===== config.mk =====
export PLATFORM = sky130hd
export DESIGN_NAME = prim_xoshiro256pp_ctrl
export DESIGN_NICKNAME = d
export VERILOG_FILES = /design/src/rtl/prim_xoshiro256pp_ctrl.sv
export SDC_FILE = /design/constraint.sdc
export NUM_CORES = 1
export LEC_CHECK = 0
export BUFFER_PORTS_ARGS = -buffer_cell sky130_fd_sc_hd__buf_2
export CORE_AREA = 2 2 266 268
export DETAILED_ROUTE_END_ITERATION = 7
export DIE_AREA = 0 0 268 270
export PLACE_DENSITY = 0.55
export SLEW_MARGIN = 5
export SYNTH_ARGS = -nofsm -noshare
export SYNTH_HDL_FRONTEND = slang
export SYNTH_SLANG_ARGS = --single-unit

===== constraint.sdc =====
create_clock -name clk_i -period 2.9 [get_ports clk_i]
set_input_delay 0.29 -clock clk_i [delete_from_list [all_inputs] [get_ports clk_i]]
set_output_delay 0.29 -clock clk_i [all_outputs]
set_load 0.03 [all_outputs]

===== src/rtl/prim_xoshiro256pp_ctrl.sv =====
// Seed, step and buffer controller for a prim_xoshiro256pp instance.
// Define PRIM_XOSHIRO_CTRL_BYPASS_EN for a same-cycle bypass of an empty FIFO.
module prim_xoshiro256pp_ctrl #(
  parameter int unsigned OutputDw       = 64,
  parameter int unsigned SeedChunkW     = 32,
  parameter int unsigned ReseedInterval = 1024,
  parameter int unsigned FifoDepth      = 2
) (
  input  logic                  clk_i,
  input  logic                  rst_ni,
  input  logic                  enable_i,
  input  logic                  reseed_req_i,
  output logic                  edn_req_o,
  input  logic                  edn_ack_i,
  input  logic [SeedChunkW-1:0] edn_data_i,
  output logic                  prng_seed_en_o,
  output logic [255:0]          prng_seed_o,
  output logic                  prng_en_o,
  output logic [255:0]          prng_entropy_o,
  input  logic [OutputDw-1:0]   prng_data_i,
  input  logic                  prng_all_zero_i,
  output logic                  rnd_valid_o,
  input  logic                  rnd_ready_i,
  output logic [OutputDw-1:0]   rnd_data_o,
  output logic                  busy_o,
  output logic                  lockup_err_o
);

  localparam int unsigned NumChunks = 256 / SeedChunkW;
  localparam int unsigned ChunkCW   = NumChunks > 1 ? $clog2(NumChunks) : 1;
  localparam int unsigned StepW     = $clog2(ReseedInterval + 1);
  localparam int unsigned PtrW      = FifoDepth > 1 ? $clog2(FifoDepth) : 1;
  localparam int unsigned CntW      = $clog2(FifoDepth + 1);

  typedef enum logic [1:0] {
    Idle,
    SeedReq,
    SeedLoad,
    Run
  } state_e;

  state_e              state_q;
  logic [ChunkCW-1:0]  chunk_q;
  logic [StepW-1:0]    step_q;
  logic [255:0]        seed_q;
  logic                lockup_q;
  logic [OutputDw-1:0] mem_q [FifoDepth];
  logic [PtrW-1:0]     rptr_q, wptr_q;
  logic [CntW-1:0]     cnt_q, cnt_d;
  logic                run, empty, full, pop, push;
  logic                flush, byp, step_ok;

  function automatic logic [PtrW-1:0] nxt(input logic [PtrW-1:0] p);
    return (p == PtrW'(FifoDepth - 1)) ? '0 : p + 1'b1;
  endfunction

  assign run     = state_q == Run;
  assign empty   = cnt_q == '0;
  assign full    = cnt_q == CntW'(FifoDepth);
  assign pop     = ~empty & rnd_ready_i;
  assign step_ok = step_q < StepW'(ReseedInterval);

  assign prng_en_o = run & enable_i & ~prng_all_zero_i & ~reseed_req_i
                   & (~full | pop) & step_ok;

  // Flush never coincides with a step: every flush cause masks prng_en_o.
  assign flush = reseed_req_i | (run & (prng_all_zero_i | ~enable_i));

`ifdef PRIM_XOSHIRO_CTRL_BYPASS_EN
  assign byp         = empty & prng_en_o & rnd_ready_i;
  assign rnd_valid_o = ~empty | prng_en_o;
  assign rnd_data_o  = ~empty    ? mem_q[rptr_q] :
                       prng_en_o ? prng_data_i   : '0;
`else
  assign byp         = 1'b0;
  assign rnd_valid_o = ~empty;
  assign rnd_data_o  = mem_q[rptr_q];
`endif

  assign push = prng_en_o & ~byp;

  assign edn_req_o      = state_q == SeedReq;
  assign busy_o         = (state_q == SeedReq) | (state_q == SeedLoad);
  assign prng_seed_en_o = (state_q == SeedLoad) & (|seed_q);
  assign prng_seed_o    = seed_q;
  assign prng_entropy_o = '0;
  assign lockup_err_o   = lockup_q;

  always_ff @(posedge clk_i or negedge rst_ni) begin
    if (!rst_ni) begin
      state_q  <= Idle;
      chunk_q  <= '0;
      step_q   <= '0;
      seed_q   <= '0;
      lockup_q <= 1'b0;
    end else begin
      unique case (state_q)
        Idle: begin
          if (enable_i) state_q <= SeedReq;
        end
        SeedReq: begin
          if (edn_ack_i) begin
            seed_q[int'(chunk_q)*SeedChunkW +: SeedChunkW] <= edn_data_i;
            if (chunk_q == ChunkCW'(NumChunks - 1)) begin
              chunk_q <= '0;
              state_q <= SeedLoad;
            end else begin
              chunk_q <= chunk_q + 1'b1;
            end
          end
        end
        SeedLoad: begin
          // An all-zero seed would lock the PRNG; fetch a fresh one.
          if (seed_q == '0) begin
            chunk_q <= '0;
            state_q <= SeedReq;
          end else begin
            step_q  <= '0;
            state_q <= Run;
          end
        end
        Run: begin
          if (prng_en_o) step_q <= step_q + 1'b1;
          if (prng_all_zero_i) begin
            lockup_q <= 1'b1;
            state_q  <= SeedReq;
          end else if (reseed_req_i) begin
            state_q <= SeedReq;
          end else if (!enable_i) begin
            state_q <= Idle;
          end else if (!step_ok) begin
            state_q <= SeedReq;
          end
        end
        default: state_q <= Idle;
      endcase
    end
  end

  always_comb begin
    cnt_d = cnt_q;
    if (flush) begin
      cnt_d = '0;
    end else begin
      case ({push, pop})
        2'b10:   cnt_d = cnt_q + 1'b1;
        2'b01:   cnt_d = cnt_q - 1'b1;
        default: cnt_d = cnt_q;
      endcase
    end
  end

  always_ff @(posedge clk_i or negedge rst_ni) begin
    if (!rst_ni) begin
      cnt_q  <= '0;
      rptr_q <= '0;
      wptr_q <= '0;
      for (int unsigned i = 0; i < FifoDepth; i++) mem_q[i] <= '0;
    end else begin
      cnt_q <= cnt_d;
      if (flush) begin
        rptr_q <= '0;
        wptr_q <= '0;
      end else begin
        if (push) begin
          mem_q[wptr_q] <= prng_data_i;
          wptr_q        <= nxt(wptr_q);
        end
        if (pop) rptr_q <= nxt(rptr_q);
      end
    end
  end

endmodule


==> run_results.csv <==
group,metric,value,unit
clock_tree,clk_latency,630,ps
place,dp_hpwl,49020,um
die,dieWidth,268,um
timing,period_needed,2996,ps
power,peakVddDrop,623.3,uV
place,gp_congestion,0.8628,
grt,gr-total-overflow,0,
synthesis,netlist_area,19090,um^2
clock_tree,clk_path_buf_depth,3,
timing,timing.final.ws_setup,-96.23,ps
run_status,outcome,"complete, but fails checks",
timing,finalSetupTns,-96.23,ps
timing,clock_skew,69.40,ps
synthesis,synth.yosys.seq_area_share,53.10,%
grt,grt_usage,17.98,%
timing,slew_violations,0,
worst_hold_path,hold_path_class,"primary input to flip-flop",
grt,grt_pass1_vias,14632,
die,start_util,27.44,%
timing,max-slew-margin-rel,38.44,%
die,rows,97,
setup_path,path_class,"flip-flop to output pin",
setup_path,r2r_cells,8,
clock_tree,root_buffer,"clkbuf_16",
place,pre_cts_ws,-121.2,ps
synthesis,synth_cells,1692,
synthesis,synth.avg_cell_area,11.28,um^2
grt,grt_max_degree,98,
clock_tree,h-tree-depth,2,
run_status,violations,"setup timing",
setup_path,cp_data_arrival_time,2710,ps
synthesis,synth_async_sr_flop_share,100.0,%
timing,timing.fmax,0.3338,GHz
die,die_height,270,um
power,leakagePower,12.60,nW
power,power_density,1117,nW/um^2
detailed_routing,drc,0,
setup_path,startpoint_type,"flip-flop",
finish,antennaDiodeCount,0,
setup_path,cp_data_required_time,2610,ps
synthesis,synth-seq-cells,405,
setup_path,r2r-start,"prng_seed_o[193]",
setup_path,r2r_slack,190,ps
finish,final_nets,2335,
timing,whs,27.54,ps
synthesis,synth_edf_count,0,
detailed_routing,drtAntennaViolNets,0,
detailed_routing,drt_iter0_drc,762,
synthesis,yosys_warnings,0,
finish,fillers,6972,
die,fp.coreArea,69540,um^2
synthesis,synth_top_cell_by_area,"dfrtp_1",
detailed_routing,wl_per_cell,20.94,um
detailed_routing,routed_via_density,4.430,
clock_tree,cts_tree,"built",
setup_path,r2r-end,"step_q[0]",
timing,hold_viol_final,0,
die,ios,685,
grt,antenna_found_initial,1,
setup_path,crit_path_start,"prng_seed_o[193]",
synthesis,synthFlopType,"dfrtp_1",
place,io_buffer_count,428,
synthesis,ys_types,58,
grt,grt_pass1_wl,97270,um
synthesis,yosys-top-cells-area,"dfrtp_1 (53%), mux2_2 (11%), buf_4 (10%)",
setup_path,worstSetupEndpointType,"output pin",
setup_path,worst-path-max-fanout,3,
synthesis,yosys-top-cells-count,"dfrtp_1 (405), nand2_1 (350), buf_4 (256), mux2_2 (194), mux2_1 (114)",
finish,area_delta_synth_final,27.38,%
clock_tree,clock-sinks,405,
synthesis,yosysMostFrequentCell,"dfrtp_1",
job,cap_violations,0,
clock_tree,clk_pin_slew,60,ps
timing,tightest_slew,923.4,ps
setup_path,endpoint,"prng_seed_en_o",
timing,setup_viol,1,
timing,rsz0062_at_grt,"true",
detailed_routing,first_pass_iters,5,
die,die-area,72360,um^2
synthesis,netlist.area_leader.share,53.10,%
timing,period_share,103.3,%
detailed_routing,vias,14176,
detailed_routing,drt_wl_total,67010,um
clock_tree,cts_buffers,47,
finish,drive_above_1_share,35.40,%
==> power breakdown <==
part / switching (W) / leakage, nW / total, W / internal (W)
Clock: 0.00260 / 0.829 / 0.00639 / 0.00379
Combinational: 0.00778 / 6.44 / 0.0115 / 0.00375
Sequential: 0.00164 / 5.33 / 0.00925 / 0.00761
Total: 0.0120 / 12.6 / 0.0272 / 0.0151
==> per-stage QoR <==
step	total power [W]	utilization, %	area, um^2	std cells
2_1_floorplan	0.01637	-	20040	1947
3_3_place_gp	0.02024	31.14	21650	3043
3_5_place_dp	0.02046	31.14	21650	3043
4_1_cts	0.02733	34.86	24240	3199
5_1_grt	0.02856	34.96	24310	3200
6_report	0.02717	34.96	24310	3200
==> state kept, by name, indices dropped and copies added, names as in the netlist <==
signal / count
cnt_q: 2
prng_seed_o: 256
rptr_q: 1
lockup_err_o: 1
mem_q: 128
step_q: 11
state_q: 2
chunk_q: 3
wptr_q: 1
==> cells in the final DEF (no fill, tap or decap), drive strengths merged, types with 4 or more instances in the layout <==
cell / n
nor2: 18
nand2: 351
a21oi: 6
mux2: 308
nand3: 9
bufinv: 5
nor3: 8
nand4: 22
a2bb2oi: 4
mux2i: 5
clkbuf: 67
ha: 10
inv: 19
buf: 485
nor3b: 4
nor4: 72
clkinv: 13
o21ai: 76
conb: 256
dfrtp: 405
or2: 4
and2: 4
dlygate4sd3: 67
==> worst min-delay path by stage <==
stage / depth (start not counted) / start / slack (ps) / endpoint
global route: 3 / edn_data_i[25] / 10 / prng_seed_o[89]
global placement: 1 / rst_ni / 420 / prng_seed_o[157]
finish: 3 / edn_data_i[2] / 30 / prng_seed_o[194]
floorplan: 0 / rst_ni / -6 / chunk_q[0]
detailed placement: 1 / rst_ni / 430 / prng_seed_o[157]
CTS: 3 / edn_data_i[25] / 0.2 / prng_seed_o[89]
==> layout make-up <==
class	count	area (um^2)	area share [%]
sequential	405	10140	41.69
multi-input combinational	1199	7853	32.30
timing repair buffer	552	3386	13.93
clock buffer	67	1371	5.641
tap	940	1176	4.838
clock inverter	20	322.8	1.328
inverter	17	66.31	0.2728
==> repair_timing <==
action | CTS | global route
gates cloned | 0 | 0
endpoints found under the setup margin | 7 | 2
endpoints found under the hold margin | 215 | 0
resized for setup | 34 | 10
hold buffers | 67 | 0
buffers inserted | 2 | 1
pin swaps | 8 | 5
==> cell families (layout without fill, tap and decap cells) <==
logic type,count (synthesis),after routing,share of synthesized area [%]
muxes,313,313,18.43
other,1,256,0.01965
xor gates and xnor gates,2,2,0.09180
and+or+nand+nor,504,504,11.91
DFF,405,405,53.10
adders and majority gates,10,10,0.6556
AOI/OAI and AO/OA,114,114,3.514
buffers and inverters,343,656,12.27
==> critical path, cell delays in order (launching register included) <==
cell     delay (ps)
dfrtp_1         460
nor4_4          470
nand4_1         260
nor4_2          260
nand4_1         220
buf_6           190
nand2_4          80
inv_4            40
buf_6           130
==> routing by layer <==
layer | up-vias | share of wire, % | GRT usage, %
li1 | 6348 | - | -
met1 | 7153 | 39 | 20.65
met2 | 551 | 48 | 30.54
met3 | 122 | 8.5 | 5.935
met4 | 2 | 4.2 | 7.454
met5 | - | 0.019 | 0
(Power assumes the default switching activity.)
